**src/rtl/ex_stage_mc.sv**
```systemverilog
`default_nettype none
// ============================================================================
// Module      : ex_stage_mc
// Description : Execute stage with single-cycle ALU/shifter and an iterative
//               shift-add multiplier that stalls upstream; the output
//               registers form the EX/MEM pipeline register.
// Revision    : 1.0 - initial release
// ============================================================================
module ex_stage_mc #(
   parameter int WIDTH  = 32,
   parameter int SHW    = 5,
   parameter bit MUL_EN = 1'b1
) (
   input  logic             CLOCK,
   input  logic             RESET,
   input  logic             IN_VALID,
   input  logic             FLUSH,
   input  logic [WIDTH-1:0] PC_M2,
   input  logic [WIDTH-1:0] BUS_A,
   input  logic [WIDTH-1:0] BUS_B,
   input  logic [4:0]       FS,
   input  logic [SHW-1:0]   SH,
   input  logic             RW,
   input  logic             PS,
   input  logic             MW,
   input  logic [4:0]       DA,
   input  logic [1:0]       MD,
   input  logic [1:0]       BS,
   output logic             STALL,
   output logic             OUT_VALID,
   output logic [WIDTH-1:0] F,
   output logic [WIDTH-1:0] Data_Out,
   output logic [WIDTH-1:0] BrA,
   output logic [WIDTH-1:0] RAA,
   output logic             Z,
   output logic             V,
   output logic             N,
   output logic             C,
   output logic             VxorN,
   output logic             RW_out,
   output logic             PS_out,
   output logic             MW_out,
   output logic [4:0]       DA_out,
   output logic [1:0]       MD_out,
   output logic [1:0]       BS_out
);

   localparam logic [4:0]     c_FS_A    = 5'b00000;
   localparam logic [4:0]     c_FS_ADD  = 5'b00010;
   localparam logic [4:0]     c_FS_SUB  = 5'b00101;
   localparam logic [4:0]     c_FS_B    = 5'b00111;
   localparam logic [4:0]     c_FS_AND  = 5'b01000;
   localparam logic [4:0]     c_FS_OR   = 5'b01010;
   localparam logic [4:0]     c_FS_XOR  = 5'b01100;
   localparam logic [4:0]     c_FS_NOT  = 5'b01110;
   localparam logic [4:0]     c_FS_SRL  = 5'b10000;
   localparam logic [4:0]     c_FS_SLL  = 5'b10001;
   localparam logic [4:0]     c_FS_MUL  = 5'b11000;
   localparam logic [SHW-1:0] c_CNT_LAST = SHW'(WIDTH - 1);

   typedef enum logic [0:0] {
      S_IDLE = 1'b0,
      S_MUL  = 1'b1
   } state_t;

   state_t r_state, w_state_nxt;

   // multiplier working registers; operands double as RAA/Data_Out sources
   logic [WIDTH-1:0] r_mcand, r_mplier, r_acc, r_l_bra;
   logic [SHW-1:0]   r_cnt;
   logic             r_l_rw, r_l_ps, r_l_mw;
   logic [4:0]       r_l_da;
   logic [1:0]       r_l_md, r_l_bs;

   // output register bank
   logic             r_ov, r_z, r_v, r_n, r_c, r_vxn, r_rw, r_ps, r_mw;
   logic [WIDTH-1:0] r_f, r_dout, r_bra, r_raa;
   logic [4:0]       r_da;
   logic [1:0]       r_md, r_bs;

   logic             w_is_mul, w_accept, w_mul_last, w_load, w_cin, w_ovf;
   logic [WIDTH-1:0] w_bop, w_mul_add, w_mul_next, w_bra_in;
   logic [WIDTH:0]   w_sum;
   logic [WIDTH-1:0] w_alu_f;
   logic             w_alu_c, w_alu_v;
   logic [WIDTH-1:0] w_ld_f, w_ld_dout, w_ld_raa, w_ld_bra;
   logic             w_ld_c, w_ld_v, w_ld_rw, w_ld_ps, w_ld_mw;
   logic [4:0]       w_ld_da;
   logic [1:0]       w_ld_md, w_ld_bs;

   assign STALL      = (r_state == S_MUL);
   assign w_is_mul   = MUL_EN && (FS == c_FS_MUL);
   assign w_accept   = IN_VALID && !FLUSH && (r_state == S_IDLE);
   assign w_mul_last = (r_cnt == c_CNT_LAST);
   assign w_load     = (w_accept && !w_is_mul) ||
                       ((r_state == S_MUL) && !FLUSH && w_mul_last);
   assign w_bra_in   = PC_M2 + BUS_B;

   // shared adder: subtraction is A + ~B + 1 so carry means "no borrow"
   assign w_cin = (FS == c_FS_SUB);
   assign w_bop = w_cin ? ~BUS_B : BUS_B;
   assign w_sum = {1'b0, BUS_A} + {1'b0, w_bop} + {{WIDTH{1'b0}}, w_cin};
   assign w_ovf = (BUS_A[WIDTH-1] == w_bop[WIDTH-1]) &&
                  (w_sum[WIDTH-1] != BUS_A[WIDTH-1]);

   // one shift-add iteration: add multiplicand<<cnt when multiplier bit cnt is set
   assign w_mul_add  = r_mplier[r_cnt] ? (r_mcand << r_cnt) : '0;
   assign w_mul_next = r_acc + w_mul_add;

   // single-cycle function decode; MUL (when enabled) bypasses this path
   always_comb begin
      w_alu_f = '0;
      w_alu_c = 1'b0;
      w_alu_v = 1'b0;
      case (FS)
         c_FS_A:   w_alu_f = BUS_A;
         c_FS_ADD, c_FS_SUB: begin
            w_alu_f = w_sum[WIDTH-1:0];
            w_alu_c = w_sum[WIDTH];
            w_alu_v = w_ovf;
         end
         c_FS_B:   w_alu_f = BUS_B;
         c_FS_AND: w_alu_f = BUS_A & BUS_B;
         c_FS_OR:  w_alu_f = BUS_A | BUS_B;
         c_FS_XOR: w_alu_f = BUS_A ^ BUS_B;
         c_FS_NOT: w_alu_f = ~BUS_A;
         c_FS_SRL: w_alu_f = BUS_A >> SH;
         c_FS_SLL: w_alu_f = BUS_A << SH;
         default:  w_alu_f = '0;
      endcase
   end

   // select what the output register captures: finishing MUL or live inputs
   always_comb begin
      w_ld_f    = w_alu_f;
      w_ld_c    = w_alu_c;
      w_ld_v    = w_alu_v;
      w_ld_dout = BUS_B;
      w_ld_raa  = BUS_A;
      w_ld_bra  = w_bra_in;
      w_ld_rw   = RW;
      w_ld_ps   = PS;
      w_ld_mw   = MW;
      w_ld_da   = DA;
      w_ld_md   = MD;
      w_ld_bs   = BS;
      if (r_state == S_MUL) begin
         w_ld_f    = w_mul_next;
         w_ld_c    = 1'b0;
         w_ld_v    = 1'b0;
         w_ld_dout = r_mplier;
         w_ld_raa  = r_mcand;
         w_ld_bra  = r_l_bra;
         w_ld_rw   = r_l_rw;
         w_ld_ps   = r_l_ps;
         w_ld_mw   = r_l_mw;
         w_ld_da   = r_l_da;
         w_ld_md   = r_l_md;
         w_ld_bs   = r_l_bs;
      end
   end

   // FSM state register
   always_ff @(posedge CLOCK or negedge RESET) begin
      if (!RESET) r_state <= S_IDLE;
      else        r_state <= w_state_nxt;
   end

   // FSM next state: flush always returns to idle
   always_comb begin
      w_state_nxt = r_state;
      case (r_state)
         S_IDLE:  if (w_accept && w_is_mul) w_state_nxt = S_MUL;
         S_MUL:   if (FLUSH || w_mul_last) w_state_nxt = S_IDLE;
         default: w_state_nxt = S_IDLE;
      endcase
   end

   // multiplier operand capture and iteration
   always_ff @(posedge CLOCK or negedge RESET) begin
      if (!RESET) begin
         r_mcand  <= '0;
         r_mplier <= '0;
         r_acc    <= '0;
         r_cnt    <= '0;
         r_l_bra  <= '0;
         r_l_rw   <= 1'b0;
         r_l_ps   <= 1'b0;
         r_l_mw   <= 1'b0;
         r_l_da   <= '0;
         r_l_md   <= '0;
         r_l_bs   <= '0;
      end else if (FLUSH) begin
         r_cnt <= '0;
      end else if (w_accept && w_is_mul) begin
         r_mcand  <= BUS_A;
         r_mplier <= BUS_B;
         r_acc    <= '0;
         r_cnt    <= '0;
         r_l_bra  <= w_bra_in;
         r_l_rw   <= RW;
         r_l_ps   <= PS;
         r_l_mw   <= MW;
         r_l_da   <= DA;
         r_l_md   <= MD;
         r_l_bs   <= BS;
      end else if (r_state == S_MUL) begin
         r_acc <= w_mul_next;
         r_cnt <= r_cnt + SHW'(1);
      end
   end

   // EX/MEM register: load on completion, otherwise insert a safe bubble
   always_ff @(posedge CLOCK or negedge RESET) begin
      if (!RESET) begin
         r_ov   <= 1'b0;
         r_f    <= '0;
         r_dout <= '0;
         r_bra  <= '0;
         r_raa  <= '0;
         r_z    <= 1'b0;
         r_v    <= 1'b0;
         r_n    <= 1'b0;
         r_c    <= 1'b0;
         r_vxn  <= 1'b0;
         r_rw   <= 1'b0;
         r_ps   <= 1'b0;
         r_mw   <= 1'b0;
         r_da   <= '0;
         r_md   <= '0;
         r_bs   <= '0;
      end else if (w_load) begin
         r_ov   <= 1'b1;
         r_f    <= w_ld_f;
         r_dout <= w_ld_dout;
         r_bra  <= w_ld_bra;
         r_raa  <= w_ld_raa;
         r_z    <= (w_ld_f == '0);
         r_v    <= w_ld_v;
         r_n    <= w_ld_f[WIDTH-1];
         r_c    <= w_ld_c;
         r_vxn  <= w_ld_v ^ w_ld_f[WIDTH-1];
         r_rw   <= w_ld_rw;
         r_ps   <= w_ld_ps;
         r_mw   <= w_ld_mw;
         r_da   <= w_ld_da;
         r_md   <= w_ld_md;
         r_bs   <= w_ld_bs;
      end else begin
         r_ov <= 1'b0;
         r_rw <= 1'b0;
         r_mw <= 1'b0;
      end
   end

   assign OUT_VALID = r_ov;
   assign F         = r_f;
   assign Data_Out  = r_dout;
   assign BrA       = r_bra;
   assign RAA       = r_raa;
   assign Z         = r_z;
   assign V         = r_v;
   assign N         = r_n;
   assign C         = r_c;
   assign VxorN     = r_vxn;
   assign RW_out    = r_rw;
   assign PS_out    = r_ps;
   assign MW_out    = r_mw;
   assign DA_out    = r_da;
   assign MD_out    = r_md;
   assign BS_out    = r_bs;

endmodule
`default_nettype wire

```
**config.mk**
```make
export PLATFORM = sky130hd
export DESIGN_NAME = ex_stage_mc
export DESIGN_NICKNAME = d
export VERILOG_FILES = /design/src/rtl/ex_stage_mc.sv
export SDC_FILE = /design/constraint.sdc
export NUM_CORES = 1
export LEC_CHECK = 0
export ABC_AREA = 1
export BUFFER_PORTS_ARGS = -buffer_cell sky130_fd_sc_hd__buf_2
export CAP_MARGIN = 20
export CELL_PAD_IN_SITES_DETAIL_PLACEMENT = 0
export CELL_PAD_IN_SITES_GLOBAL_PLACEMENT = 1
export CORE_AREA = 4 4 241 243
export DETAILED_ROUTE_END_ITERATION = 7
export DIE_AREA = 0 0 245 247
export PLACE_DENSITY_LB_ADDON = 0.1
export SLEW_MARGIN = 5
export SYNTH_ARGS = -nofsm -noshare
export SYNTH_HDL_FRONTEND = slang
export SYNTH_SLANG_ARGS = --single-unit
```
**constraint.sdc**
```tcl
create_clock -name CLOCK -period 7.9 [get_ports CLOCK]
set_input_delay 1.58 -clock CLOCK [delete_from_list [all_inputs] [get_ports CLOCK]]
set_output_delay 1.58 -clock CLOCK [all_outputs]
set_load 0.1 [all_outputs]
```
==> flow_summary.toml, run 1 <==
[final_layout]
seqCellArea_mm2 = 0.00729
fin_nets = 4383
fill_cells = 5962
multiInputGateArea_mm2 = 0.0161
layout-drive-gt1-share_pct = 10.0
area_growth_pct = 11.7

[clock_network]
h-tree-depth = 2
clock_sinks = 291
clk_pin_slew_ns = 0.06
clockBufferDepth = 3
clock_latency_ns = 0.59
cts_resized = 0
postCtsSetupRepairBufs = 0
cts_made_buffers = 37
hold_buffers = 0
clock-root-buffer = "clkbuf_16"
cts_tree = "yes"

[critical_path]
critical_path_class = "register to register"
startpoint_type = "register"
slowest_delay_ns = 0.98
cp-end-kind = "register"
r2r_cells = 24
critical_path_required_ns = 8.41
crit_start = "r_cnt[0]"
reg2reg_setup_slack_ns = 1.79
rr_endpoint = "Z"
path_common_cell = "nand2_1"
cpMaxStageDelayCell = "dfrtp_2"
r2r_start = "r_cnt[0]"
crit_arrival_ns = 6.62
critPathMaxFanout = 54
path_cells = "inv_2 > o21ai_0 > o211ai_1 > nand3_1 > nand2_1 > nand2_1 > nand2_1 > nand3_1 > inv_1 > ha_1 > a21oi_1 > o21ai_0 > a21oi_1 > a21boi_0 > nand2_1 > nand2_1 > nand3_1 > nand2_1 > nor2_1 > a21oi_1 > nand2_1 > nor3_1 > nand3_1 > nand2_1"

[placement]
gp_congestion = 1.05
dp.final_hpwl_um = 88300
portBuffers = 268

[die]
coreArea_mm2 = 0.0560
initial_utilization_pct = 45.5
rows = 87
die_w_um = 245
dieArea_mm2 = 0.0605
die-height_um = 247
ios = 269

[pwr]
irDropWorstVdd_mv = 0.181
p_total_mw = 6.31
combPwrFrac_pct = 40.6
p_sw_share_pct = 46.9
powerDensity_mw_per_mm2 = 222
leakagePower_nw = 14.2
p_sw_mw = 2.96
p_int_mw = 3.36
pwr-share-clk_pct = 28.4
p_seq_share_pct = 31.0

[detailed_routing]
viasPerCell = 5.81
wl_per_cell_um = 23.2
drtIter0Drc = 3135
routed_wl_um = 113000
dr.pass1.iters = 6
final_antenna_net_count = 0
drc = 0
num_vias = 28400

[global_route]
grt_pass1_vias = 26200
grt_overflow_total = 0
grt_pass1_wl_um = 168000
antenna_found_initial = 5
grt_usage_pct = 36.4
grt_max_degree = 156

[sta]
finalSetupViolCount = 0
hold_violations = 0
min_period_over_period_pct = 77.3
worst_pin_slew_ns = 0.991
fin_skew_ns = 0.0332
slew_violations = 0
holdWs_ns = 0.477
rsz0062_at_grt = "false"
maxSlewHeadroom_pct = 33.8
max_freq_ghz = 0.164
fin_crit_ns = 6.11
tns_ns = 0

[synthesis]
synthCells = 3959
yosysSeqAreaShare_pct = 28.6
synthesis.nets = 4251
synth_edf_count = 0
yosysWarningCount = 0
ys_async_sr_fraction_pct = 100
synth-seq-cells = 291
synth_cell_types = 56
avgSynthCellArea_um2 = 6.43
syn_area_mm2 = 0.0255
synth_top_flop_cell = "dfrtp_1"

[worst_hold_path]
whs_path_depth = 2
hp-start = "BrA[8]"
min_path_type = "register to register"
worstHoldEndpoint = "BrA[8]"

[flow_run]
maxCapViolations = 0

[status]
status = "complete, no violations"
## critical path, delay by kind of cell (launching register included)
family,cells,cell delay (ns)
and+or+nand+nor,14,2.55
AOI/OAI and AO/OA,7,1.46
buffers and inverters,2,0.68
adders and majority gates,1,0.34
DFF,1,0.98
## how the worst max path moves through the flow
stage               endpoint  slack [ns]  depth (start not counted)
floorplan                  Z        3.62                         24
global placement           Z        1.97                         24
detailed placement         Z        2.00                         24
CTS                        Z        1.99                         24
global route               Z        1.38                         24
finish                     Z        1.79                         24
## state kept, by name, indices dropped and copies added (netlist names), 2 cells and up
register and count:
r_l_bs 2, DA_out 5, r_l_da 5, r_l_bra 32
BS_out 2, r_cnt 5, r_l_md 2, BrA 32
r_mcand 32, r_acc 32, MD_out 2, F 31
Data_Out 32, r_mplier 32, RAA 32
## cells in the mapped netlist, types with 11 or more instances
cell | count | area share, %
a31oi_1 | 106 | 2.6
a21oi_1 | 181 | 3.6
inv_1 | 305 | 4.5
nand4_1 | 29 | 0.71
o21bai_1 | 11 | 0.32
nand3b_1 | 20 | 0.59
nor2_1 | 375 | 5.5
buf_2 | 47 | 0.92
buf_4 | 11 | 0.32
or2_2 | 22 | 0.54
clkbuf_1 | 117 | 1.7
dfrtp_1 | 291 | 29
o21ai_0 | 360 | 7.1
buf_1 | 24 | 0.35
ha_1 | 167 | 8.2
nand3_1 | 454 | 8.9
xnor2_1 | 17 | 0.58
nand2_1 | 1144 | 17
o211ai_1 | 33 | 0.97
o22ai_1 | 42 | 1.0
o21a_1 | 15 | 0.44
xor2_1 | 45 | 1.5
nor3_1 | 32 | 0.63
## kinds of logic (layout without fill, tap and decap cells)
family	after synthesis	count (layout)	share of synthesized area [%]
xor+xnor	62	62	2.13
mux	4	4	0.157
flops	291	291	28.6
compound gates	804	804	17.7
simple gates	2112	2112	34.8
other cells	0	3	0
fa+ha+maj	170	170	8.45
buf+inv	516	677	8.15
## cell type report
type,instances,area share [%]
sequential,291,25.6
multi-input combinational,3152,56.7
clock inverter,13,0.814
inverter,312,4.14
tap,756,3.33
antenna,3,0.0264
timing repair buffer,297,5.60
clock buffer,55,3.74
## power by group through the flow
stage / Combinational (mW) / Sequential, mW / Clock (mW)
6_report: 2.57 / 1.96 / 1.79
5_1_grt: 2.76 / 1.98 / 1.89
4_1_cts: 2.55 / 1.95 / 1.81
3_5_place_dp: 2.54 / 1.98 / 0
3_3_place_gp: 2.54 / 1.97 / 0
2_1_floorplan: 0.999 / 2.80 / 0
## through the flow
step	util, %	area (um^2)	setup slack [ns]	std cells
2_1_floorplan	-	25500	3.62	3959
3_3_place_gp	48.5	27100	1.97	4808
3_5_place_dp	48.5	27100	2.00	4808
4_1_cts	50.8	28400	1.99	4876
5_1_grt	50.8	28400	1.38	4879
6_report	50.8	28400	1.79	4879
## placed cells by master (no fill, tap or decap), types with 4 or more instances in the layout
| cell | count |
|---|---|
| a21boi_0 | 7 |
| a21o_1 | 4 |
| a21oi_1 | 180 |
| a221oi_1 | 8 |
| a31oi_1 | 106 |
| and2_1 | 9 |
| buf_2 | 267 |
| buf_4 | 27 |
| clkbuf_1 | 11 |
| clkbuf_16 | 37 |
| clkbuf_8 | 7 |
| dfrtp_1 | 289 |
| ha_1 | 167 |
| inv_1 | 302 |
| inv_2 | 7 |
| mux2i_1 | 4 |
| nand2_1 | 1142 |
| nand2_2 | 9 |
| nand3_1 | 454 |
| nand3b_1 | 20 |
| nand4_1 | 29 |
| nor2_1 | 372 |
| nor2_2 | 7 |
| nor3_1 | 32 |
| o211ai_1 | 33 |
| o21a_1 | 15 |
| o21ai_0 | 360 |
| o21ai_1 | 10 |
| o21bai_1 | 11 |
| o22ai_1 | 42 |
| or2_1 | 4 |
| or2_2 | 22 |
| xnor2_1 | 17 |
| xor2_1 | 45 |
## per-layer routing
layer	up-vias	part of all wire [%]	track usage (%)
li1	13500	-	-
met1	13300	44	51.4
met2	1268	43	56.1
met3	213	7.1	4.44
met4	4	5.3	16.3
met5	-	0.024	0
Power figures use the tool's default switching activity.
==> run 2, diff against run 1 <==
--- a/config.mk
+++ b/config.mk
@@ -10,9 +10,9 @@
 export CAP_MARGIN = 20
 export CELL_PAD_IN_SITES_DETAIL_PLACEMENT = 0
 export CELL_PAD_IN_SITES_GLOBAL_PLACEMENT = 1
-export CORE_AREA = 4 4 241 243
+export CORE_AREA = 4 4 249 251
 export DETAILED_ROUTE_END_ITERATION = 7
-export DIE_AREA = 0 0 245 247
+export DIE_AREA = 0 0 253 255
 export PLACE_DENSITY_LB_ADDON = 0.1
 export SLEW_MARGIN = 5
 export SYNTH_ARGS = -nofsm -noshare
==> constraint.sdc (replaced) <==
create_clock -name CLOCK -period 6.4 [get_ports CLOCK]
set_input_delay 1.28 -clock CLOCK [delete_from_list [all_inputs] [get_ports CLOCK]]
set_output_delay 1.28 -clock CLOCK [all_outputs]
set_load 0.1 [all_outputs]
==> flow_summary.toml, run 2 (synthesized netlist as in run 1, its figures left out) <==
[detailed_routing]
final_antenna_net_count = 0
num_vias = 28200
routed_wl_um = 114000
wl_per_cell_um = 23.3
topRoutingLayerUsed = "met5"
drtIter0Drc = 2915
met2_length_um = 50900
dr.pass1.iters = 8
drc = 0
dr_wl_met3_um = 7980
wl_met1_um = 51200
viasPerCell = 5.73

[global_route]
grt_pass1_vias = 26100
antenna_found_initial = 1
grt_max_degree = 155
grt_overflow_total = 0
grt_usage_pct = 34.4
grt_pass1_wl_um = 168000

[die]
rows = 90
die_w_um = 253
dieArea_mm2 = 0.0645
initial_utilization_pct = 42.5
coreArea_mm2 = 0.0599
ios = 269
die-height_um = 255

[critical_path]
cp-end-kind = "register"
startpoint_type = "register"
cpMaxStageDelayCell = "inv_2"
slowest_delay_ns = 0.53
path_common_cell = "o21ai_0"
critical_path_required_ns = 6.91
crit_arrival_ns = 5.56
path_cells = "inv_2 > o21ai_0 > nand2_1 > o21ai_0 > o21ai_0 > o21ai_0 > nor2_1 > ha_1 > a21oi_1 > o21ai_0 > a21oi_1 > o21ai_0 > o21ai_0 > nand2_1 > nor2_1 > nand2_1 > nor2_1 > nand4_1 > nor2_1 > nand3_1 > nand2_1"
critPathMaxFanout = 45
critical_path_class = "register to register"

[clock_network]
postCtsSetupRepairBufs = 0
clock-root-buffer = "clkbuf_16"
clock_latency_ns = 0.58
clockBufferDepth = 3
cts_resized = 0
clock_sinks = 291
hold_buffers = 0
cts_made_buffers = 38
h-tree-depth = 2
cts_tree = "yes"
clk_pin_slew_ns = 0.06

[final_layout]
layout-drive-gt1-share_pct = 10.3
final_common_cell = "nand2_1"
fin_nets = 4395
mostFrequentLayoutCells = "1142 x nand2_1, 454 x nand3_1, 373 x nor2_1"
area_growth_pct = 12.6

[status]
status = "complete, no violations"

[sta]
fin_skew_ns = 0.0268
min_period_over_period_pct = 79.0
finalSetupViolCount = 0
rsz0062_at_grt = "false"
hold_violations = 0
maxSlewHeadroom_pct = 32.4
worst_pin_slew_ns = 1.01
fin_crit_ns = 5.05
slew_violations = 0
max_freq_ghz = 0.198
tns_ns = 0

[pwr]
p_total_mw = 7.87
leakagePower_nw = 14.3
powerDensity_mw_per_mm2 = 275
irDropWorstVdd_mv = 0.202

[placement]
portBuffers = 268
gp_congestion = 1.08
dp.final_hpwl_um = 90000

[worst_hold_path]
min_path_type = "register to register"

[flow_run]
maxCapViolations = 0
-- run 2: cell count changes in the layout (fill, tap and decap cells not counted), moves of 2 or more --
cell	before	now
nor2_2	7	5
clkinv_16	3	1
diode_2	3	1
clkinv_8	0	2
clkinv_2	3	5
bufinv_16	3	5
buf_4	27	34
buf_12	2	6
clkbuf_1	11	7
-- run 2: final timing paths --
kind                          start         to  slack (ns)  depth (start not counted)
hold / removal              BrA[14]    BrA[14]        0.48                          2
setup reg to reg           r_cnt[0]          Z        1.35                         21
hold reg to reg             BrA[14]    BrA[14]        0.48                          2
setup / recovery           r_cnt[0]          Z        1.35                         21
max in group asynchronous     RESET      STALL        4.53                          2
min in group asynchronous     RESET  r_l_bs[0]        0.64                          1
-- run 2: worst max-delay path, delay by kind of cell, from the launching register on --
| family | cells | cell delay, ns |
|---|---|---|
| simple gates | 10 | 1.41 |
| buf+inv | 1 | 0.53 |
| flops | 1 | 0.38 |
| fa+ha+maj | 1 | 0.37 |
| compound gates | 9 | 2.29 |
-- run 2: through the flow --
stage / setup WS [ns] / hold WS, ns / utilization (%) / cell area, um^2 / instances
after global placement: 1.24 / 0.457 / 45.6 / 27300 / 4845
after CTS: 1.48 / 0.477 / 47.8 / 28700 / 4913
after detailed placement: 1.28 / 0.461 / 45.6 / 27300 / 4845
after floorplan: 2.42 / 0.444 / - / 25500 / 3959
after global routing: 0.924 / 0.491 / 47.8 / 28700 / 4913
final: 1.35 / 0.475 / 47.8 / 28700 / 4914
-- run 2: power by group --
part / switching (mW) / internal (mW)
clock network: 0.895 / 1.40
registers: 0.249 / 2.15
logic: 2.48 / 0.701
-- run 2: area by class of cell --
| class | instances | area, um^2 |
|---|---|---|
| flip-flops and latches | 291 | 7290 |
| diodes | 1 | 2.50 |
| clock inverters | 15 | 258 |
| multi-input cells | 3152 | 16100 |
| clock buffers | 53 | 1090 |
| fillers | 6414 | 31300 |
| inverters | 312 | 1180 |
| well taps | 782 | 978 |
| repair buffers | 308 | 1730 |
-- run 2: routing by layer --
layer	vias to the layer above	track usage, %
met5	-	0
met3	176	4.18
met2	1093	54.8
met1	13300	48.7
li1	13600	-
met4	2	11.6
